===== src/rtl/mem_arbiter_pkg.sv =====
// Shared types and constants for the two-master memory arbiter.
// Request bus layout, master IDs and FSM encoding.
package mem_arbiter_pkg;

  localparam int MEM_REQ_BUS_WD = 69;

  localparam int MRB_WR_BIT   = 68;
  localparam int MRB_WSTRB_HI = 67;
  localparam int MRB_WSTRB_LO = 64;
  localparam int MRB_ADDR_HI  = 63;
  localparam int MRB_ADDR_LO  = 32;
  localparam int MRB_WDATA_HI = 31;
  localparam int MRB_WDATA_LO = 0;

  localparam logic ARB_ID_INST = 1'b0;
  localparam logic ARB_ID_DATA = 1'b1;

  typedef logic [MEM_REQ_BUS_WD-1:0] mem_req_bus_t;

  typedef enum logic {
    ARB_IDLE,
    ARB_HOLD
  } arb_state_e;

  // On a tie the master that did not win last time gets the port.
  function automatic logic rr_pick(
    input logic last,
    input logic ireq,
    input logic dreq
  );
    logic g;
    unique case ({ireq, dreq})
      2'b11:   g = ~last;
      2'b01:   g = ARB_ID_DATA;
      default: g = ARB_ID_INST;
    endcase
    return g;
  endfunction

endpackage


===== src/rtl/mem_arbiter_id_fifo.sv =====
// In-order FIFO of master IDs for accepted-but-unanswered requests.
// Pointers wrap naturally; depth must be a power of two.
module arb_id_fifo #(
  parameter int DEPTH = 2,
  parameter int WIDTH = 1
) (
  input  logic             clk_i,
  input  logic             rst_i,
  input  logic             push_i,
  input  logic [WIDTH-1:0] din_i,
  input  logic             pop_i,
  output logic             full_o,
  output logic             empty_o,
  output logic [WIDTH-1:0] head_o
);

  localparam int PW = $clog2(DEPTH);
  localparam int CW = $clog2(DEPTH + 1);

  logic [WIDTH-1:0] mem_q [DEPTH];
  logic [PW-1:0]    wptr_q;
  logic [PW-1:0]    rptr_q;
  logic [CW-1:0]    cnt_q;
  logic [CW-1:0]    cnt_d;
  logic             do_push;
  logic             do_pop;

  assign full_o  = (cnt_q == CW'(DEPTH));
  assign empty_o = (cnt_q == '0);
  assign head_o  = mem_q[rptr_q];

  assign do_push = push_i && !full_o;
  assign do_pop  = pop_i && !empty_o;

  always_comb begin
    cnt_d = cnt_q;
    unique case ({do_push, do_pop})
      2'b10:   cnt_d = cnt_q + CW'(1);
      2'b01:   cnt_d = cnt_q - CW'(1);
      default: cnt_d = cnt_q;
    endcase
  end

  always_ff @(posedge clk_i) begin
    if (rst_i) begin
      wptr_q <= '0;
      rptr_q <= '0;
      cnt_q  <= '0;
    end else begin
      if (do_push) wptr_q <= wptr_q + PW'(1);
      if (do_pop)  rptr_q <= rptr_q + PW'(1);
      cnt_q <= cnt_d;
    end
  end

  always_ff @(posedge clk_i) begin
    if (do_push) mem_q[wptr_q] <= din_i;
  end

endmodule


===== src/rtl/mem_arbiter.sv =====
// Round-robin arbiter sharing one split-transaction memory port
// between an instruction and a data master; responses return in order.
module mem_arbiter
  import mem_arbiter_pkg::*;
#(
  parameter int OT_DEPTH = 2
) (
  input  logic                      clk,
  input  logic                      reset,
  input  logic                      inst_req,
  input  logic [MEM_REQ_BUS_WD-1:0] inst_req_bus,
  output logic                      inst_addr_ok,
  output logic                      inst_data_ok,
  output logic [31:0]               inst_rdata,
  input  logic                      data_req,
  input  logic [MEM_REQ_BUS_WD-1:0] data_req_bus,
  output logic                      data_addr_ok,
  output logic                      data_data_ok,
  output logic [31:0]               data_rdata,
  output logic                      bus_req,
  output logic [MEM_REQ_BUS_WD-1:0] bus_req_bus,
  input  logic                      bus_addr_ok,
  input  logic                      bus_data_ok,
  input  logic [31:0]               bus_rdata
);

  arb_state_e state_q;
  logic       hold_id_q;
  logic       last_q;

  logic grant;
  logic cand;
  logic full;
  logic empty;
  logic head;
  logic push;
  logic pop;

  // A held request keeps its grant until accepted.
  always_comb begin
    grant = rr_pick(last_q, inst_req, data_req);
    cand  = inst_req | data_req;
    if (state_q == ARB_HOLD) begin
      grant = hold_id_q;
      cand  = hold_id_q ? data_req : inst_req;
    end
  end

  assign bus_req     = cand && !full && !reset;
  assign bus_req_bus = (grant == ARB_ID_DATA) ? data_req_bus : inst_req_bus;

  assign push = bus_req && bus_addr_ok;
  assign pop  = bus_data_ok && !empty && !reset;

  assign inst_addr_ok = push && (grant == ARB_ID_INST);
  assign data_addr_ok = push && (grant == ARB_ID_DATA);

  assign inst_data_ok = pop && (head == ARB_ID_INST);
  assign data_data_ok = pop && (head == ARB_ID_DATA);

  assign inst_rdata = bus_rdata;
  assign data_rdata = bus_rdata;

  arb_id_fifo #(
    .DEPTH (OT_DEPTH),
    .WIDTH (1)
  ) u_id_fifo (
    .clk_i   (clk),
    .rst_i   (reset),
    .push_i  (push),
    .din_i   (grant),
    .pop_i   (pop),
    .full_o  (full),
    .empty_o (empty),
    .head_o  (head)
  );

  always_ff @(posedge clk) begin
    if (reset) begin
      state_q   <= ARB_IDLE;
      hold_id_q <= ARB_ID_INST;
      last_q    <= ARB_ID_INST;
    end else begin
      unique case (state_q)
        ARB_IDLE: begin
          if (bus_req && !bus_addr_ok) begin
            state_q   <= ARB_HOLD;
            hold_id_q <= grant;
          end
        end
        ARB_HOLD: begin
          if (push) state_q <= ARB_IDLE;
        end
        default: state_q <= ARB_IDLE;
      endcase
      if (push) last_q <= grant;
    end
  end

endmodule


===== config.mk =====
export PLATFORM = sky130hd
export DESIGN_NAME = mem_arbiter
export DESIGN_NICKNAME = d
export VERILOG_FILES = /design/src/rtl/mem_arbiter_pkg.sv /design/src/rtl/mem_arbiter_id_fifo.sv /design/src/rtl/mem_arbiter.sv
export SDC_FILE = /design/constraint.sdc
export NUM_CORES = 1
export LEC_CHECK = 0
export BUFFER_PORTS_ARGS = -buffer_cell sky130_fd_sc_hd__clkbuf_2
export CAP_MARGIN = 20
export CORE_AREA = 2 2 123 125
export CTS_CLUSTER_DIAMETER = 200
export CTS_CLUSTER_SIZE = 40
export DETAILED_ROUTE_END_ITERATION = 8
export DIE_AREA = 0 0 125 127
export SETUP_SLACK_MARGIN = 0.1
export SYNTH_ARGS = -nofsm -noshare
export SYNTH_HDL_FRONTEND = slang
export SYNTH_HIERARCHICAL = 1
export SYNTH_SLANG_ARGS = --single-unit

===== constraint.sdc =====
create_clock -name clk -period 3.1 [get_ports clk]
set_clock_uncertainty 0.05 [all_clocks]
set_input_delay 0.465 -clock clk [delete_from_list [all_inputs] [get_ports clk]]
set_output_delay 0.465 -clock clk [all_outputs]
set_load 0.01 [all_outputs]

# [Yosys cells after proc, flatten, opt, wreduce, memory -nomap -nowiden]
# Memories as Yosys holds them, arrays and structs flattened. A register that Yosys moved wholly into a read port is not among the register bits.
# Index checks and enable logic that the tools add are counted.
[word_totals] ff_bits=7 ram_bits=2 out_inout_bits=138 word_cells=53 memories=1
[mem_list] memory="u_id_fifo.mem_q" words=2 word_bits=1 read_ports=1 rd_ports_with_merged_regs=1 wr=1 line_no="mem_arbiter_id_fifo.sv:20" rtl="logic [WIDTH-1:0] mem_q [DEPTH];"
[op_classes] add_sub_neg=4 n_eq_ne=5 mux=13 n_bitwise=5 reduce_logical=19
[op_table] cell="69-bit 2-to-1 mux" count=1
[op_table] cell="1-bit logical AND" count=12
[op_table] cell="1-bit 2-to-1 mux" count=9
[op_table] cell="2-bit == test, second input constant" count=3
[op_table] cell="2-bit by 1-bit == test with 1-bit output, second input constant" count=2
[op_table] cell="1-bit logical NOT" count=4
[op_table] cell="1-bit NOT" count=4
[op_table] cell="1-bit case mux with 2 select lines" count=2
[op_table] cell="2-bit case mux with 2 select lines" count=1
[op_table] cell="1-bit adder, second input constant" count=2
[op_table] cell="2-bit by 1-bit adder with 2-bit output, second input constant" count=1
[op_table] cell="2-bit logical NOT" count=1
[op_table] cell="2-bit AND reduction" count=1
[op_table] cell="2-bit nonzero test" count=1
[op_table] cell="2-bit by 1-bit subtractor with 2-bit output, second input constant" count=1
[op_table] cell="1-bit OR" count=1

# [Depth between registers and ports, before layout]
[depth] ltp_word=8 ltp_mapped=9

# [Modules after synthesis]
# The synthesis kept the hierarchy.
[modules_own_cells] mod="mem_arbiter" n_inst=1 cells_each=165 area_per_inst_um2=1561.5
[modules_own_cells] mod="arb_id_fifo" n_inst=1 cells_each=29 area_per_inst_um2=295.3

# [Least setup slack after synthesis]
# Ideal clock, no wire load.
[synth_path] path_type="reg-to-reg" startpoint="register u_id_fifo.cnt_q[0]" endpoint="register u_id_fifo.cnt_q[1]" setup_ns=0.070 arrival_time_ns=2.148 setup_slack_ns=0.832 path_stages_with_launch=9 cell_sequence="dfxtp_1 nand2b_2 inv_2 o21bai_1 a2111oi_4 nand2_1 ha_1 or3_1 a21oi_1"
[synth_via] elab_chain_cells=8 elab_cells_between_ends=17 classes_between="2 x add/sub; 3 x eq/ne; 1 x mux; 11 x reduce/logical"
[synth_lines] item="from (decl)" line_no="mem_arbiter_id_fifo.sv:23" rtl="logic [CW-1:0] cnt_q;"
[synth_lines] item="from (signal assigned)" line_no="mem_arbiter_id_fifo.sv:52" rtl="cnt_q <= cnt_d;"
[synth_lines] item="2-bit == test *" line_no="mem_arbiter_id_fifo.sv:28" rtl="assign full_o = (cnt_q == CW'(DEPTH));"
[synth_lines] item="net full" line_no="mem_arbiter.sv:33" rtl="logic full;"
[synth_lines] item="1-bit logical NOT *" line_no="mem_arbiter.sv:49" rtl="assign bus_req = cand && !full && !reset;"
[synth_lines] item="1-bit logical AND * (2 in series)" line_no="mem_arbiter.sv:49"
[synth_lines] item="1-bit logical AND *" line_no="mem_arbiter.sv:52" rtl="assign push = bus_req && bus_addr_ok;"
[synth_lines] item="net push" line_no="mem_arbiter.sv:36" rtl="logic push;"
[synth_lines] item="1-bit logical AND *" line_no="mem_arbiter_id_fifo.sv:32" rtl="assign do_push = push_i && !full_o;"
[synth_lines] item="2-bit by 1-bit == test with 1-bit output / 2-bit == test (equally long branches)" line_no="mem_arbiter_id_fifo.sv:37" rtl="unique case ({do_push, do_pop})"
[synth_lines] item="2-bit case mux with 2 select lines / 2-bit nonzero test (equally long branches)"
# The timed path passes the listed nets; every way through them passes the cells marked *.
# A chain may end at the register's enable or synchronous reset.

# [Final worst setup path]
# Ends and elaborated chain as after synthesis.

==> run_summary.xml <==
<?xml version="1.0" encoding="UTF-8"?>
<metrics>
  <group name="pwr">
    <metric name="power.clock.fraction" unit="%">27.2</metric>
    <metric name="p_int" unit="mW">0.559</metric>
    <metric name="design_power_total" unit="mW">0.831</metric>
    <metric name="power_switching" unit="mW">0.272</metric>
    <metric name="combinationalPowerShare" unit="%">55.1</metric>
    <metric name="power.leakage" unit="nW">1.47</metric>
    <metric name="net_switching_fraction_of_the_power" unit="%">32.7</metric>
    <metric name="p_seq_share" unit="%">17.7</metric>
    <metric name="power_density" unit="nW/um^2">298</metric>
    <metric name="ir_drop" unit="uV">226</metric>
  </group>
  <group name="worst_hold_path">
    <metric name="min_path_cells" unit="">2</metric>
    <metric name="hp-start" unit="">last_q</metric>
    <metric name="holdCritPathClass" unit="">reg -&gt; reg</metric>
    <metric name="whs_endpoint" unit="">last_q</metric>
  </group>
  <group name="finish">
    <metric name="design_area" unit="sq um">2790</metric>
    <metric name="final_cell_count_no_fill" unit="">539</metric>
    <metric name="layout-area-overhead-vs-synth" unit="%">50.2</metric>
    <metric name="drive_gt1_share" unit="%">84.1</metric>
    <metric name="design.final.nets" unit="">531</metric>
  </group>
  <group name="critical_path">
    <metric name="critical_path.slowest_cell" unit="">sky130_fd_sc_hd__a2111oi_4</metric>
    <metric name="rr_startpoint" unit="">u_id_fifo/cnt_q[0]</metric>
    <metric name="path_buf_inv" unit="">1</metric>
    <metric name="critical_path_cell_count" unit="">8</metric>
    <metric name="critical_path.endpoint_type" unit="">flop</metric>
    <metric name="cell_chain_critical_path" unit="">nand2b_2 -&gt; inv_2 -&gt; o21bai_1 -&gt; a2111oi_4 -&gt; nand2_1 -&gt; ha_1 -&gt; or3_1 -&gt; a21oi_1</metric>
    <metric name="timing.critical_path.required" unit="ns">3.21</metric>
    <metric name="worst-r2r-setup-slack" unit="ns">0.54</metric>
    <metric name="cpLargestDelayFamily" unit="">compound AO/OA/AOI/OAI gates</metric>
    <metric name="critPathLaunch" unit="">u_id_fifo/cnt_q[0]</metric>
    <metric name="crit_path_max_fanout" unit="">7</metric>
    <metric name="reg2reg_depth" unit="">8</metric>
    <metric name="timing.critical_path.from_type" unit="">flop</metric>
    <metric name="worst-setup-path-type" unit="">reg -&gt; reg</metric>
    <metric name="timing.critical_path.arrival" unit="ns">2.67</metric>
    <metric name="critical_path.max_stage_delay" unit="ns">0.58</metric>
    <metric name="critical_path.reg2reg.endpoint" unit="">u_id_fifo/cnt_q[1]</metric>
  </group>
  <group name="logic_synthesis">
    <metric name="synth_warnings" unit="">6</metric>
    <metric name="netlist_top_cells_count" unit="">67 x sky130_fd_sc_hd__buf_4, 64 x sky130_fd_sc_hd__mux2_2, 8 x sky130_fd_sc_hd__dfxtp_1</metric>
    <metric name="post_synth_edffs" unit="">2</metric>
    <metric name="syn-mean-instance-area" unit="sq um">9.57</metric>
    <metric name="synth_largest_type_area_fraction" unit="%">38.8</metric>
    <metric name="synthesis.area" unit="sq um">1860</metric>
    <metric name="netlist.top_cell.by_area" unit="">sky130_fd_sc_hd__mux2_2</metric>
    <metric name="leading_cell_type_by_number_of_instances_after_synthesis" unit="">sky130_fd_sc_hd__buf_4</metric>
    <metric name="postSynthCellCount" unit="">194</metric>
    <metric name="synth_nets" unit="">371</metric>
    <metric name="proportion_of_synthesized_chip_area_in_sequential_cells" unit="%">11.9</metric>
    <metric name="ffs_w_async_s_r_synth" unit="%">0</metric>
    <metric name="synth.top_cells.by_area" unit="">sky130_fd_sc_hd__mux2_2 39%, sky130_fd_sc_hd__buf_4 27%, sky130_fd_sc_hd__dfxtp_1 8.6%</metric>
    <metric name="postSynthRegisterBits" unit="">10</metric>
    <metric name="ys_types" unit="">30</metric>
    <metric name="synth_flop_cell" unit="">sky130_fd_sc_hd__dfxtp_1</metric>
  </group>
  <group name="clock_tree">
    <metric name="postCtsSetupRepairBufs" unit="">0</metric>
    <metric name="htree_num_levels" unit="">1</metric>
    <metric name="register_clock_pin_slew_on_the_reported_worst_setup_and_hold_paths" unit="ns">0.04</metric>
    <metric name="clk-insertion-delay-late" unit="ns">0.23</metric>
    <metric name="clk_path_buf_depth" unit="">2</metric>
    <metric name="tritoncts.num_buffers" unit="">3</metric>
    <metric name="cts_root_buffer" unit="">sky130_fd_sc_hd__clkbuf_16</metric>
    <metric name="tritoncts" unit="">done</metric>
    <metric name="cts_hold_buffers" unit="">0</metric>
    <metric name="cts_sinks" unit="">10</metric>
    <metric name="post_cts_resize_count" unit="">0</metric>
  </group>
  <group name="die">
    <metric name="core_area" unit="sq um">14400</metric>
    <metric name="chip_width" unit="um">125</metric>
    <metric name="io_pins" unit="">314</metric>
    <metric name="die_area" unit="sq um">15900</metric>
    <metric name="placement_rows" unit="">44</metric>
    <metric name="height_of_the_die" unit="um">127</metric>
    <metric name="initial_core_util" unit="%">12.9</metric>
  </group>
  <group name="grt">
    <metric name="track_usage" unit="%">9.52</metric>
    <metric name="maximum_number_of_pins_on_one_net_before_global_route_repair" unit="">20</metric>
    <metric name="first_pass_grt_wire_length" unit="um">11500</metric>
    <metric name="antenna_found_initial" unit="">1</metric>
    <metric name="via_count_of_the_first_global_routing_pass" unit="">2016</metric>
    <metric name="overflow" unit="">0</metric>
  </group>
  <group name="routing">
    <metric name="routed_wl" unit="um">8280</metric>
    <metric name="vias" unit="">1973</metric>
    <metric name="remaining_antenna_violation_count_after_routing" unit="">0</metric>
    <metric name="drt-wirelength-per-cell" unit="um">15.4</metric>
    <metric name="vias_per_cell" unit="">3.66</metric>
    <metric name="drt_iter0_markers" unit="">42</metric>
    <metric name="drc" unit="">0</metric>
    <metric name="drt_pass1_iterations" unit="">4</metric>
  </group>
  <group name="sta">
    <metric name="grt_setup_unrepaired" unit="">no</metric>
    <metric name="max_freq" unit="GHz">0.391</metric>
    <metric name="fin_tns_setup" unit="ns">0</metric>
    <metric name="hold_viol" unit="">0</metric>
    <metric name="relSlewSlack" unit="%">64.5</metric>
    <metric name="setup_viol" unit="">0</metric>
    <metric name="setup_ws_post_layout" unit="ns">0.544</metric>
    <metric name="period_minus_slack" unit="ns">2.56</metric>
    <metric name="fraction_of_the_cycle_the_final_worst_path_needs" unit="%">82.4</metric>
    <metric name="max_slew.worst_pin.slew" unit="ns">0.533</metric>
    <metric name="finalMaxSlewViolations" unit="">0</metric>
  </group>
  <group name="placement">
    <metric name="detailed_place_hpwl" unit="um">7570</metric>
    <metric name="io_buffers" unit="">217</metric>
    <metric name="placedCellCount" unit="">533</metric>
    <metric name="pre_cts_ws" unit="ns">0.530</metric>
    <metric name="routabilityCongestion" unit="">0.747</metric>
    <metric name="detailed_place.area" unit="sq um">2710</metric>
  </group>
  <group name="job">
    <metric name="max_cap_violations" unit="">0</metric>
  </group>
  <group name="status">
    <metric name="result_of_the_run" unit="">complete, no violations</metric>
  </group>
</metrics>
[routing by layer]
layer | part of all wire [%] | vias up | track usage [%]
met3 | 11 | 19 | 3.31
li1 | - | 927 | -
met1 | 38 | 875 | 11.0
met5 | 0 | - | 0
met4 | 2.4 | 0 | 3.53
met2 | 49 | 152 | 16.3
[final cells by class]
class,instances,area [sq um]
antenna,2,5.00
clock inverter,1,3.75
fill,1617,11600
sequential,10,220
tap,184,230
timing repair buffer,226,1170
inverter,6,22.5
clock buffer,3,75.1
multi-input combinational,107,1070
[cell usage in the layout (no fill, tap or decap), drive strengths merged, types with 2 or more instances in the layout]
| master | n |
|---|---|
| dfxtp | 8 |
| edfxtp | 2 |
| xnor2 | 2 |
| a21oi | 3 |
| diode | 2 |
| mux2 | 70 |
| a211oi | 2 |
| nor2 | 5 |
| nor2b | 2 |
| or3 | 2 |
| inv | 6 |
| buf | 9 |
| nand2 | 2 |
| nand2b | 2 |
| o21ai | 2 |
| clkbuf | 220 |
| mux2i | 2 |
| and2 | 3 |
[power groups by stage]
stage	Sequential, mW	Combinational, mW	Clock [mW]
3_5_place_dp	0.149	0.464	0
2_1_floorplan	0.148	0.325	0
5_1_grt	0.148	0.496	0.240
6_report	0.147	0.458	0.226
4_1_cts	0.147	0.466	0.231
3_3_place_gp	0.149	0.463	0
[cells by family (layout without fill, tap and decap cells)]
group / Yosys count / in the layout / share of synthesized area, %
muxes: 72 / 72 / 43.5
adders and majority gates: 1 / 1 / 0.674
and+or+nand+nor: 19 / 19 / 5.80
DFF: 10 / 10 / 11.9
other: 0 / 2 / 0
AOI/OAI and AO/OA: 12 / 12 / 6.00
buffers and inverters: 77 / 236 / 30.7
xor gates and xnor gates: 3 / 3 / 1.42
[worst max path at each step]
stage / to / slack, ns
global route: u_id_fifo/cnt_q[1] / 0.34
CTS: bus_req_bus[0] / 0.46
floorplan: u_id_fifo/cnt_q[1] / 0.83
detailed placement: u_id_fifo/cnt_q[1] / 0.53
global placement: u_id_fifo/cnt_q[1] / 0.56
finish: u_id_fifo/cnt_q[1] / 0.54
[through the flow]
step,hold WS (ns),utilization [%]
4_1_cts,0.443,19.3
3_3_place_gp,0.422,18.8
6_report,0.436,19.3
5_1_grt,0.478,19.3
3_5_place_dp,0.438,18.8
2_1_floorplan,0.398,-
[worst min-delay path, stage by stage, from the launching register on]
cell and delay [ns]:
sky130_fd_sc_hd__dfxtp_1 0.30, sky130_fd_sc_hd__nand2b_1 0.06, sky130_fd_sc_hd__mux2i_1 0.06
Note: power is estimated with default switching activity, not from simulation.
